$ cat config.mk
export PLATFORM = sky130hd
export DESIGN_NAME = ans_bcd_converter_flat
export DESIGN_NICKNAME = d
export VERILOG_FILES = /design/src/rtl/ans_bcd_converter_if.sv /design/src/rtl/ans_bcd_converter.sv /design/src/flat_wrapper.sv
export SDC_FILE = /design/constraint.sdc
export NUM_CORES = 1
export LEC_CHECK = 0
export CAP_MARGIN = 25
export CORE_ASPECT_RATIO = 1.1
export CORE_MARGIN = 8
export CORE_UTILIZATION = 35
export CTS_BUF_LIST = sky130_fd_sc_hd__clkbuf_8
export CTS_CLUSTER_SIZE = 14
export DETAILED_ROUTE_END_ITERATION = 16
export PLACE_DENSITY = 0.57
export SLEW_MARGIN = 0
export SYNTH_ARGS = -nofsm -noshare
export SYNTH_HDL_FRONTEND = slang
export SYNTH_SLANG_ARGS = --single-unit
$ cat constraint.sdc
create_clock -name sw_clk -period 5.1 [get_ports sw_clk]
set_input_delay 0.51 -clock sw_clk [delete_from_list [all_inputs] [get_ports sw_clk]]
set_output_delay 0.51 -clock sw_clk [all_outputs]
set_load 0.005 [all_outputs]
$ cat src/rtl/ans_bcd_converter_if.sv
// Handshake and result bus between the calculator core and the BCD display converter.
interface ans_bcd_converter_if;
  logic        start;
  logic [31:0] ans;
  logic        err;
  logic        busy;
  logic        done;
  logic [31:0] fnd_serial;

  modport master (
    output start, ans, err,
    input  busy, done, fnd_serial
  );

  modport slave (
    input  start, ans, err,
    output busy, done, fnd_serial
  );
endinterface

$ cat src/rtl/ans_bcd_converter.sv
// Converts a signed 32-bit calculator result into a six-digit BCD display word
// using a fixed-latency sequential double-dabble.
module ans_bcd_converter (
  input  logic               sw_clk,
  input  logic               rst,
  ans_bcd_converter_if.slave cvt
);

  typedef enum logic [1:0] {StIdle, StAbs, StShift, StFormat} state_e;

  localparam logic [31:0] FndReset = 32'h00FF_FFF0;
  localparam logic [31:0] FndError = 32'h20FF_FFFF;

  state_e      state_q, state_d;
  logic [31:0] mag_q, mag_d;
  logic [39:0] bcd_q, bcd_d;
  logic [5:0]  cnt_q, cnt_d;
  logic        neg_q, neg_d;
  logic        err_q, err_d;
  logic        busy_q, busy_d;
  logic        done_q, done_d;
  logic [31:0] fnd_q, fnd_d;

  logic [39:0] bcd_adj;
  logic [23:0] digits;
  logic        blank;
  logic        overflow;

  always_comb begin
    bcd_adj = bcd_q;
    for (int i = 0; i < 10; i++) begin
      if (bcd_q[4*i +: 4] >= 4'd5) begin
        bcd_adj[4*i +: 4] = bcd_q[4*i +: 4] + 4'd3;
      end
    end
  end

  // Blank leading zeros from digit 5 down; digit 0 always shows.
  always_comb begin
    digits = bcd_q[23:0];
    blank  = 1'b1;
    for (int i = 5; i >= 1; i--) begin
      if (blank && (digits[4*i +: 4] == 4'd0)) begin
        digits[4*i +: 4] = 4'hF;
      end else begin
        blank = 1'b0;
      end
    end
  end

  assign overflow = |bcd_q[39:24];

  always_comb begin
    state_d = state_q;
    mag_d   = mag_q;
    bcd_d   = bcd_q;
    cnt_d   = cnt_q;
    neg_d   = neg_q;
    err_d   = err_q;
    busy_d  = busy_q;
    done_d  = 1'b0;
    fnd_d   = fnd_q;
    case (state_q)
      StIdle: begin
        if (cvt.start) begin
          mag_d   = cvt.ans;
          err_d   = cvt.err;
          neg_d   = cvt.ans[31];
          busy_d  = 1'b1;
          state_d = StAbs;
        end
      end
      StAbs: begin
        mag_d   = neg_q ? (~mag_q + 32'd1) : mag_q;
        bcd_d   = '0;
        cnt_d   = '0;
        state_d = StShift;
      end
      StShift: begin
        {bcd_d, mag_d} = {bcd_adj[38:0], mag_q, 1'b0};
        cnt_d = cnt_q + 6'd1;
        if (cnt_q == 6'd31) begin
          state_d = StFormat;
        end
      end
      StFormat: begin
        if (err_q) begin
          fnd_d = FndError;
        end else if (overflow) begin
          fnd_d = {neg_q, 1'b1, 6'b0, 24'hFF_FFFF};
        end else begin
          fnd_d = {neg_q, 7'b0, digits};
        end
        done_d  = 1'b1;
        busy_d  = 1'b0;
        state_d = StIdle;
      end
      default: begin
        busy_d  = 1'b0;
        state_d = StIdle;
      end
    endcase
  end

  always_ff @(posedge sw_clk) begin
    if (!rst) begin
      state_q <= StIdle;
      mag_q   <= '0;
      bcd_q   <= '0;
      cnt_q   <= '0;
      neg_q   <= 1'b0;
      err_q   <= 1'b0;
      busy_q  <= 1'b0;
      done_q  <= 1'b0;
      fnd_q   <= FndReset;
    end else begin
      state_q <= state_d;
      mag_q   <= mag_d;
      bcd_q   <= bcd_d;
      cnt_q   <= cnt_d;
      neg_q   <= neg_d;
      err_q   <= err_d;
      busy_q  <= busy_d;
      done_q  <= done_d;
      fnd_q   <= fnd_d;
    end
  end

  assign cvt.busy       = busy_q;
  assign cvt.done       = done_q;
  assign cvt.fnd_serial = fnd_q;

endmodule

$ cat src/flat_wrapper.sv
// flat-port wrapper written by rule: the top's interface ports become plain ports
module ans_bcd_converter_flat 
  (sw_clk, rst, cvt_start, cvt_ans, cvt_err, cvt_busy, cvt_done, cvt_fnd_serial);
  ans_bcd_converter_if cvt_i ();
  input  logic sw_clk;
  input  logic rst;
  input wire logic [$bits(cvt_i.start)-1:0] cvt_start;
  input wire logic [$bits(cvt_i.ans)-1:0] cvt_ans;
  input wire logic [$bits(cvt_i.err)-1:0] cvt_err;
  output wire logic [$bits(cvt_i.busy)-1:0] cvt_busy;
  output wire logic [$bits(cvt_i.done)-1:0] cvt_done;
  output wire logic [$bits(cvt_i.fnd_serial)-1:0] cvt_fnd_serial;
  assign cvt_i.start = cvt_start;
  assign cvt_i.ans = cvt_ans;
  assign cvt_i.err = cvt_err;
  assign cvt_busy = cvt_i.busy;
  assign cvt_done = cvt_i.done;
  assign cvt_fnd_serial = cvt_i.fnd_serial;
  ans_bcd_converter u_core (.sw_clk(sw_clk), .rst(rst), .cvt(cvt_i));
endmodule
==> out/results.tsv, run 1 <==
metric	value	unit
max-slew violation count	0	
DR iter-0 viols	331	
Power Total	3.59	mW
Synth Area in Compound Gates	24.8	%
post-CTS setup buffer count	0	
CP Capture Type	flip-flop	
ANT cells	0	
fin crit share	52.4	%
Hold Crit Class	reg2reg	
Worst Max-Slew Pin Slew	0.942	ns
headroom to the max-slew limit	37.2	%
clock power share	14.8	%
count of final setup violators	0	
Slowest Stage Delay on Critical Path	0.53	ns
Syn Area/Cell	8.03	sq um
nets@finish	892	
most common cell after layout, fill and taps aside	dfxtp_1	
cts bufs inserted	9	
Synth Area in Adders	6.69	%
Die Wd	145	um
post-route ant nets	0	
Synth Flop Type	dfxtp_1	
# hold bufs at CTS	0	
PD cells	491	mW/mm^2
FP Rows	51	
post-synthesis mux area share	2.06	%
final hold viol count	0	
Die Area	0.0228	sq mm
I/O pins	70	
status	complete, no violations	
pre-CTS setup slack	2.22	ns
Syn Std Cell Area	0.00636	sq mm
Post-CTS Resized	0	
CP arrival	3.00	ns
simple-gate share of the synthesized area	22.3	%
EDFF count, synth	0	
Worst Path Max Fanout	41	
Worst EP required	5.42	ns
Area growth, synth to finish	15.0	%
Comb power frac	51.7	%
largest net degree at the start of global routing	53	
GRT Util Overall	16.1	%
RSZ-0062 raised after global routing	no	
critical-path cell list	inv_1 > ha_2 > buf_4 > and2_1 > nand3_1 > nor3_1 > o21ai_0 > a21oi_1	
first-pass GRT wire length	29.6	mm
worst-case clock skew	0.0205	ns
vias in the first global route	5728	
Worst setup SP type	flip-flop	
final setup TNS	0	ns
VDD IR max	0.000251	V
CP top delay family	simple AND/OR/NAND/NOR gates	
fin crit period	2.67	ns
Synth Register Bits	111	
clock transition at the registers of the reported paths	0.12	ns
Switching Share	49.3	%
fillers	1880	
Seq/Total Area, Yosys	34.9	%
placed wire-length estimate	11.8	mm
Initial Util	35.9	%
Yosys cell types	67	
final WL	18.1	mm
commonest non-fill, non-tap cells in the layout	111 x dfxtp_1, 77 x a21oi_1, 69 x nand2_1, 63 x clkdlybuf4s50_1, 62 x nor2_1	
critical path buffer and inverter count	2	
Register Area	0.00222	sq mm
maxcap violations	0	
placed cells	1049	
Yosys warnings	0	
fin cells	1065	
clock sink total	111	
core area	0.0177	sq mm
xor-xnor portion of the synthesized cell area	2.89	%
Internal	1.82	mW
CP max-delay cell	and2_1	
Cells after Synth	792	
grt ovf	0	
routability congestion estimate	0.789	
Worst-Skew Late Latency	0.39	ns
wire per inst	17.0	um
Leak	2.64	nW
Root Driver	clkbuf_8	
ys async rst share	0	%
Fmax achieved	0.374	GHz
WS Path Type	reg2reg	
Vias/cell	5.54	
NetSw	1.77	mW
H-Tree Depth	3	
Remaining DRCs	0	
Vias	5899	
Final WS setup	2.43	ns
largest family of logic cells by synthesized area	compound AO/OA/AOI/OAI gates	
DR pass1 iterations	4	
Die Ht	157	um
port buffer count	64	
Seq pwr share	33.6	%
share of layout cells above drive strength 1	6.17	%
initial antenna violation count	0	
CTS tree	done	
multi-input logic area	0.00375	sq mm
Clock Tree Buf Depth	2	
metrics by stage:
stage                     utilization [%]  hold slack [ns]  instance area, sq um
after floorplan                         -            0.450                  6380
after global placement               40.0            0.470                  7100
after detailed placement             40.2            0.472                  7130
after CTS                            41.2            0.493                  7320
after global routing                 41.2            0.523                  7320
final                                41.2            0.488                  7320
final cells by class:
type	instances	share of cell area (%)
clock buffers	9	1.69
flip-flops and latches	111	30.4
multi-input cells	593	51.3
repair buffers	75	10.1
inverters	32	1.64
clock inverters	7	0.821
well taps	238	4.07
cells by family after synthesis:
kind of cell / after synthesis
AOI/OAI and AO/OA: 246
xor gates and xnor gates: 21
adders and majority gates: 34
buffers and inverters: 92
DFF: 111
muxes: 13
other: 1
and+or+nand+nor: 274
worst reg2reg max path, delay by kind of cell, from the launching register on:
kind	cells	cell delay, ns
buffers and inverters	2	0.48
AO/OA/AOI/OAI	2	0.27
flip-flops	1	0.41
AND/OR/NAND/NOR	3	1.12
adder cells (fa/ha/maj)	1	0.33
Yosys cell counts, types with 4 or more instances:
cell / count / area share, %
a21oi_1: 77 / 6.1
o21ai_0: 42 / 3.3
nor3b_1: 6 / 0.71
and2_1: 15 / 1.5
a21o_1: 4 / 0.47
a31oi_1: 8 / 0.79
nand3_1: 17 / 1.3
nor2b_1: 6 / 0.59
xnor2_1: 12 / 1.7
mux2i_1: 12 / 1.9
nor4_1: 12 / 1.2
buf_2: 4 / 0.31
inv_1: 31 / 1.8
nand2_1: 69 / 4.1
a211oi_1: 6 / 0.71
buf_4: 7 / 0.83
dfxtp_1: 111 / 35
nor3_1: 30 / 2.4
xor2_1: 9 / 1.2
o211ai_1: 4 / 0.47
a22oi_1: 11 / 1.3
nand2b_1: 15 / 1.5
ha_1: 34 / 6.7
o32ai_1: 4 / 0.55
a32oi_1: 10 / 1.4
clkbuf_1: 41 / 2.4
nand4_1: 7 / 0.69
and3_1: 9 / 0.88
o31ai_1: 12 / 1.4
o2bb2ai_1: 7 / 0.96
o22ai_1: 32 / 3.1
or4_1: 5 / 0.59
nor2_1: 62 / 3.7
or3_1: 6 / 0.59
final timing paths:
check	start	endpoint	slack, ns	cells after the start
worst max register to register	u_core.state_q[0]	u_core.mag_q[19]	2.43	8
worst min-delay path	u_core.neg_q	u_core.neg_q	0.49	2
worst min register to register	u_core.neg_q	u_core.neg_q	0.49	2
worst max-delay path	u_core.state_q[0]	u_core.mag_q[19]	2.43	8
power groups by stage:
stage,Sequential (mW),Clock [mW],Combinational (mW)
floorplan,1.13,0,1.43
global placement,1.22,0,1.83
global route,1.23,0.580,2.07
CTS,1.20,0.555,1.86
finish,1.21,0.531,1.86
detailed placement,1.22,0,1.85
state kept, by name, summed over array words and instances (netlist names), 2 cells and up:
name                   count
u_core.bcd_q              40
u_core.mag_q              32
u_core.cvt.fnd_serial     27
u_core.cnt_q               6
u_core.state_q             2
routing by layer:
| metal | track usage [%] | up-vias | routed length [um] |
|---|---|---|---|
| met5 | 0 | - | 0 |
| met4 | 4.91 | 0 | 246 |
| met3 | 2.51 | 18 | 858 |
| met2 | 28.0 | 133 | 8880 |
| met1 | 19.9 | 2824 | 8150 |
| li1 | - | 2924 | - |
(Power assumes the default switching activity.)
==> run 2: changes to the inputs <==
--- a/config.mk
+++ b/config.mk
@@ -12,7 +12,7 @@
 export CTS_BUF_LIST = sky130_fd_sc_hd__clkbuf_8
 export CTS_CLUSTER_SIZE = 14
 export DETAILED_ROUTE_END_ITERATION = 16
-export PLACE_DENSITY = 0.57
+export PLACE_DENSITY = 0.59
 export SLEW_MARGIN = 0
 export SYNTH_ARGS = -nofsm -noshare
 export SYNTH_HDL_FRONTEND = slang
==> constraint.sdc (replaced) <==
create_clock -name sw_clk -period 2.3 [get_ports sw_clk]
set_input_delay 0.23 -clock sw_clk [delete_from_list [all_inputs] [get_ports sw_clk]]
set_output_delay 0.23 -clock sw_clk [all_outputs]
set_load 0.005 [all_outputs]
==> run 2 against run 1 <==
Compared with the run above:
- global-route usage is 0.31 points lower
- power increased by 140%
- critical path depth did not move
- non-clock buffer count grew 22
- via count increased by 1.2%
- combinational power up 140%
- largest cell class unchanged
- largest power group unchanged
==> out/results.tsv, run 2 (same netlist as run 1, synthesis figures left out) <==
metric	value	unit	change
met2 wire len	8.35	mm	was 8.88 mm
fin crit share	92.7	%	was 52.4%
Die Wd	145	um	unchanged
final hold viol count	0		unchanged
count of final setup violators	0		unchanged
Hold Crit Class	in2reg		was reg2reg
final hold slack	0.137	ns	was 0.488 ns
Worst setup SP type	flip-flop		unchanged
Vias/cell	5.49		was 5.54
Reg2Reg Setup Slack	0.17	ns	was 2.43 ns
fin crit period	2.13	ns	was 2.67 ns
CP max-delay cell	or3b_2		was and2_1
VDD IR max	0.000485	V	was 0.000251 V
pre-CTS setup slack	0.00259	ns	was 2.22 ns
Setup crit end	u_core.mag_q[28]		was u_core.mag_q[19]
max-slew violation count	0		unchanged
Comb power frac	52.8	%	was 51.7%
cts bufs inserted	9		unchanged
post-route ant nets	0		unchanged
CTS tree	done		unchanged
first-pass GRT wire length	29.3	mm	was 29.6 mm
WS Path Type	reg2reg		unchanged
NetSw	4.04	mW	was 1.77 mW
commonest non-fill, non-tap cells in the layout	111 x dfxtp_1, 77 x a21oi_1, 68 x nand2_1, 63 x clkdlybuf4s50_1, 62 x nor2_1		was 111 x dfxtp_1, 77 x a21oi_1, 69 x nand2_1, 63 x clkdlybuf4s50_1, 62 x nor2_1
Top reg by flops	u_core.bcd_q		unchanged
CP Launch Point	u_core.mag_q[1]		was u_core.state_q[0]
FP Rows	51		unchanged
Internal	4.50	mW	was 1.82 mW
Die Area	0.0228	sq mm	unchanged
# hold bufs at CTS	0		unchanged
initial antenna violation count	0		unchanged
headroom to the max-slew limit	66.7	%	was 37.2%
routability congestion estimate	0.787		was 0.789
Seq pwr share	31.1	%	was 33.6%
clock sink total	111		unchanged
Fmax achieved	0.469	GHz	was 0.374 GHz
Slowest Stage Delay on Critical Path	0.53	ns	about the same
Area growth, synth to finish	18.9	%	was 15.0%
PD cells	1130	mW/mm^2	was 491 mW/mm^2
final setup TNS	0	ns	unchanged
Worst Path Max Fanout	7		was 41
wire per inst	16.4	um	was 17.0 um
share of layout cells above drive strength 1	8.95	%	was 6.17%
nets@finish	914		was 892
DR iter-0 viols	348		was 331
Root Driver	clkbuf_8		unchanged
critical-path cell list	inv_1 > ha_1 > or3b_2 > nor2_1 > buf_4 > and3_1 > a31oi_1 > a2bb2oi_1		was inv_1 > ha_2 > buf_4 > and2_1 > nand3_1 > nor3_1 > o21ai_0 > a21oi_1
clock power share	16.0	%	was 14.8%
ANT cells	0		unchanged
R2R depth	8		unchanged
DR WL met3	802	um	was 858 um
Switching Share	47.2	%	was 49.3%
launching point of the worst reg2reg path	u_core.mag_q[1]		was u_core.state_q[0]
met1 wire length	8.40	mm	was 8.15 mm
Worst EP required	2.60	ns	was 5.42 ns
GRT Util Overall	15.8	%	was 16.1%
Remaining DRCs	0		unchanged
Worst Max-Slew Pin Slew	0.495	ns	was 0.942 ns
status	complete, no violations		unchanged
H-Tree Depth	3		unchanged
r2r endpoint	u_core.mag_q[28]		was u_core.mag_q[19]
port buffer count	64		unchanged
I/O pins	70		unchanged
highest routed layer	met4		unchanged
Final WS setup	0.169	ns	was 2.43 ns
CP arrival	2.43	ns	was 3.00 ns
grt ovf	0		unchanged
Initial Util	35.9	%	unchanged
Vias	5967		was 5899
most common cell after layout, fill and taps aside	dfxtp_1		unchanged
Die Ht	157	um	unchanged
maxcap violations	0		unchanged
core area	0.0177	sq mm	unchanged
worst-case clock skew	0.0231	ns	was 0.0205 ns
placed wire-length estimate	12.1	mm	was 11.8 mm
max reg flops	40		unchanged
RSZ-0062 raised after global routing	no		unchanged
Worst-Skew Late Latency	0.41	ns	was 0.39 ns
final WL	17.8	mm	was 18.1 mm
Clock Tree Buf Depth	2		unchanged
largest net degree at the start of global routing	41		was 53
vias in the first global route	5738		was 5728
clock transition at the registers of the reported paths	0.13	ns	was 0.12 ns
CP Capture Type	flip-flop		unchanged
DR pass1 iterations	4		unchanged
Leak	2.78	nW	was 2.64 nW
[run 2: changes by cell type in the layout (fill, tap and decap cells not counted), moves of 2 or more]
cell | previous run | this run
clkinv_8 | 0 | 3
buf_12 | 0 | 3
clkinvlp_4 | 2 | 0
buf_4 | 10 | 29
[run 2: final cells by class]
class                   count  area [sq um]
fillers                  1882         10200
multi-input cells         593          3770
flip-flops and latches    111          2220
repair buffers             97           925
well taps                 238           298
clock buffers               9           124
inverters                  32           120
clock inverters             7           110
[run 2: stage by stage]
step           util (%)  std cells  power [mW]  instance area [sq um]
6_report           42.6       1087        8.54                   7560
5_1_grt            42.6       1087        9.16                   7560
4_1_cts            42.5       1086        8.56                   7540
3_5_place_dp       41.2       1070        7.18                   7310
3_3_place_gp       41.2       1070        7.19                   7310
2_1_floorplan         -        796        5.68                   6380
[run 2: how the worst min path moves through the flow]
stage,slack (ns),from,depth (start not counted),end
2_1_floorplan,0.38,cvt_ans[31],2,u_core.neg_q
3_3_place_gp,0.47,u_core.cvt.fnd_serial[12],2,u_core.cvt.fnd_serial[12]
3_5_place_dp,0.47,u_core.cvt.fnd_serial[21],2,u_core.cvt.fnd_serial[21]
4_1_cts,0.12,rst,2,u_core.cvt.fnd_serial[21]
5_1_grt,0.14,rst,2,u_core.cvt.fnd_serial[13]
6_report,0.14,rst,2,u_core.cvt.fnd_serial[14]
[run 2: power by group through the flow]
stage                     Combinational (mW)  Sequential [mW]  Clock (mW)
final                                   4.51             2.66        1.37
after global placement                  4.49             2.69           0
after floorplan                         3.17             2.51           0
after CTS                               4.51             2.64        1.42
after detailed placement                4.49             2.69           0
after global routing                    4.97             2.72        1.48
[run 2: timing repair]
action / 4_1_cts / 5_1_grt
pin swaps: 0 / 1
setup endpoints to repair: 3 / 7
resized for setup: 1 / 3
setup buffers: 0 / 1
[run 2: routing by layer]
layer,GRT usage (%),vias to the layer above
met3,2.97,22
met1,20.0,2841
met4,4.86,0
met2,26.5,125
met5,0,-
li1,-,2979
[run 2: critical path: cells and delay by family (launching register included)]
family / cells / cell delay [ns]
buf+inv: 2 / 0.28
simple gates: 3 / 0.92
fa+ha+maj: 1 / 0.22
compound gates: 2 / 0.25
flops: 1 / 0.37
==> run 3: changes to the inputs <==
--- a/config.mk
+++ b/config.mk
@@ -6,13 +6,16 @@
 export NUM_CORES = 1
 export LEC_CHECK = 0
 export CAP_MARGIN = 25
+export CELL_PAD_IN_SITES_DETAIL_PLACEMENT = 1
+export CELL_PAD_IN_SITES_GLOBAL_PLACEMENT = 2
 export CORE_ASPECT_RATIO = 1.1
 export CORE_MARGIN = 8
-export CORE_UTILIZATION = 35
+export CORE_UTILIZATION = 31
 export CTS_BUF_LIST = sky130_fd_sc_hd__clkbuf_8
 export CTS_CLUSTER_SIZE = 14
 export DETAILED_ROUTE_END_ITERATION = 16
-export PLACE_DENSITY = 0.59
+export PLACE_DENSITY = 0.8
+export SETUP_SLACK_MARGIN = 0.4
 export SLEW_MARGIN = 0
 export SYNTH_ARGS = -nofsm -noshare
 export SYNTH_HDL_FRONTEND = slang
==> run 3 against run 2 <==
Compared with the run above:
- hold slack better by 0.17 ns
- fmax is 7.9% higher
- clock skew is 0.0086 ns lower
- first-iteration DRC count is 16% lower
- clock-buffer cell count stayed put
- die area is 11% higher
- critical path depth stayed put
- register-to-register slack better by 0.16 ns
- utilization is 2.3 points lower
- flip-flop and latch count stayed put
- critical path type unchanged
==> out/results.tsv, run 3 (same netlist as run 1, synthesis figures left out) <==
metric	value	unit	change
clock sink total	111		unchanged
r2r endpoint	u_core.cvt.fnd_serial[23]		was u_core.mag_q[28]
core area	0.0204	sq mm	was 0.0177 sq mm
worst-case clock skew	0.0146	ns	was 0.0231 ns
VDD IR max	0.000576	V	was 0.000485 V
Worst setup SP type	flip-flop		unchanged
Top reg by flops	u_core.bcd_q		unchanged
I/O pins	70		unchanged
placed wire-length estimate	14.2	mm	was 12.1 mm
max-slew violation count	0		unchanged
Worst EP required	2.60	ns	about the same
most common cell after layout, fill and taps aside	dfxtp_1		unchanged
Setup crit end	u_core.cvt.fnd_serial[23]		was u_core.mag_q[28]
placed cells	1094		was 1070
RSZ-0062 raised after global routing	yes		was no
PD cells	1210	mW/mm^2	was 1130 mW/mm^2
Vias	6329		was 5967
headroom to the max-slew limit	65.0	%	was 66.7%
Root Driver	clkbuf_8		unchanged
first-pass GRT wire length	34.2	mm	was 29.3 mm
Vias/cell	5.55		was 5.49
maxcap violations	0		unchanged
CTS tree	done		unchanged
Area growth, synth to finish	29.2	%	was 18.9%
nets@finish	949		was 914
status	complete, no violations		unchanged
post-layout util	40.4	%	was 42.6%
largest net degree at the start of global routing	38		was 41
Die Wd	153	um	was 145 um
fin crit share	85.9	%	was 92.7%
CP Launch Point	u_core.bcd_q[32]		was u_core.mag_q[1]
Die Area	0.0254	sq mm	was 0.0228 sq mm
port buffer count	64		unchanged
H-Tree Depth	3		unchanged
Initial Util	31.2	%	was 35.9%
Reg2Reg Setup Slack	0.32	ns	was 0.17 ns
# hold bufs at CTS	0		unchanged
DR iter-0 viols	293		was 348
CP Capture Type	flip-flop		unchanged
wire per inst	18.9	um	was 16.4 um
initial antenna violation count	0		unchanged
Worst Max-Slew Pin Slew	0.520	ns	was 0.495 ns
final setup TNS	0	ns	unchanged
final hold viol count	0		unchanged
clock transition at the registers of the reported paths	0.12	ns	was 0.13 ns
share of layout cells above drive strength 1	19.6	%	was 8.95%
min-delay src	rst		unchanged
Remaining DRCs	0		unchanged
max reg flops	40		unchanged
Worst Path Max Fanout	5		was 7
vias in the first global route	6399		was 5738
grt ovf	0		unchanged
launching point of the worst reg2reg path	u_core.bcd_q[32]		was u_core.mag_q[1]
DR pass1 iterations	5		was 4
Die Ht	166	um	was 157 um
ANT cells	0		unchanged
fillers	2450		was 1882
WS Path Type	reg2reg		unchanged
routability congestion estimate	0.783		was 0.787
post-route ant nets	0		unchanged
count of final setup violators	0		unchanged
GRT Util Overall	16.3	%	was 15.8%
final WL	21.5	mm	was 17.8 mm
Clock Tree Buf Depth	2		unchanged
fin crit period	1.98	ns	was 2.13 ns
Fmax achieved	0.506	GHz	was 0.469 GHz
R2R depth	8		unchanged
Leak	3.06	nW	was 2.78 nW
CP arrival	2.27	ns	was 2.43 ns
fin cells	1140		was 1087
commonest non-fill, non-tap cells in the layout	96 x dfxtp_1, 76 x a21oi_1, 67 x nand2_1, 63 x clkdlybuf4s50_1, 60 x nor2_1		was 111 x dfxtp_1, 77 x a21oi_1, 68 x nand2_1, 63 x clkdlybuf4s50_1, 62 x nor2_1
cts bufs inserted	9		unchanged
FP Rows	55		was 51
Hold Crit Class	in2reg		unchanged
Worst-Skew Late Latency	0.40	ns	was 0.41 ns
-- run 3: metal layers --
layer / vias to the layer above / GRT usage, % / share of wire [%]
li1: 3061 / - / -
met2: 127 / 28.3 / 49
met3: 29 / 2.79 / 3.9
met1: 3112 / 20.0 / 46
met5: - / 0 / 0
met4: 0 / 5.21 / 1.8
-- run 3: what timing repair did --
item | CTS | global route
setup endpoints to repair | 74 | 74
gates resized for setup | 41 | 55
buffers inserted | 15 | 12
endpoints found under the hold margin | 0 | 0
cloned | 1 | 2
pin swaps | 7 | 15
-- run 3: worst max-delay path, cell delays in order, from the launching register on --
cell,delay [ns]
dfxtp_2,0.35
inv_2,0.07
ha_1,0.13
or4b_4,0.48
buf_4,0.16
nor3_4,0.22
nand2_4,0.11
o32ai_1,0.29
nand2_1,0.08
-- run 3: worst min-delay path by stage --
stage | endpoint | slack (ns) | cells past startpoint
CTS | u_core.state_q[0] | 0.28 | 2
global placement | u_core.cvt.fnd_serial[14] | 0.47 | 2
detailed placement | u_core.cvt.fnd_serial[13] | 0.47 | 2
floorplan | u_core.neg_q | 0.38 | 2
finish | u_core.state_q[0] | 0.30 | 2
global route | u_core.state_q[0] | 0.29 | 2
-- run 3: area by class of cell --
type | instances | area (sq um) | area share (%)
clock buffer | 9 | 124 | 1.51
clock inverter | 7 | 56.3 | 0.685
inverter | 32 | 120 | 1.46
multi-input combinational | 594 | 4080 | 49.6
sequential | 111 | 2240 | 27.3
tap | 256 | 320 | 3.89
timing repair buffer | 131 | 1280 | 15.6
-- run 3: metrics by stage --
stage	worst slack [ns]	cell area, sq um	power, mW	hold slack [ns]
3_3_place_gp	0.169	7390	7.40	0.466
3_5_place_dp	0.138	7390	7.42	0.472
2_1_floorplan	0.392	6390	5.72	0.377
5_1_grt	0.231	8220	10.6	0.288
6_report	0.325	8220	9.93	0.303
4_1_cts	0.388	7850	9.23	0.277
-- run 3: report_power, final --
part	switching, mW	leakage (nW)	internal [mW]
Sequential	0.498	0.908	2.24
Combinational	3.37	2.05	2.64
Clock	0.766	0.0948	0.411
Total	4.64	3.06	5.29
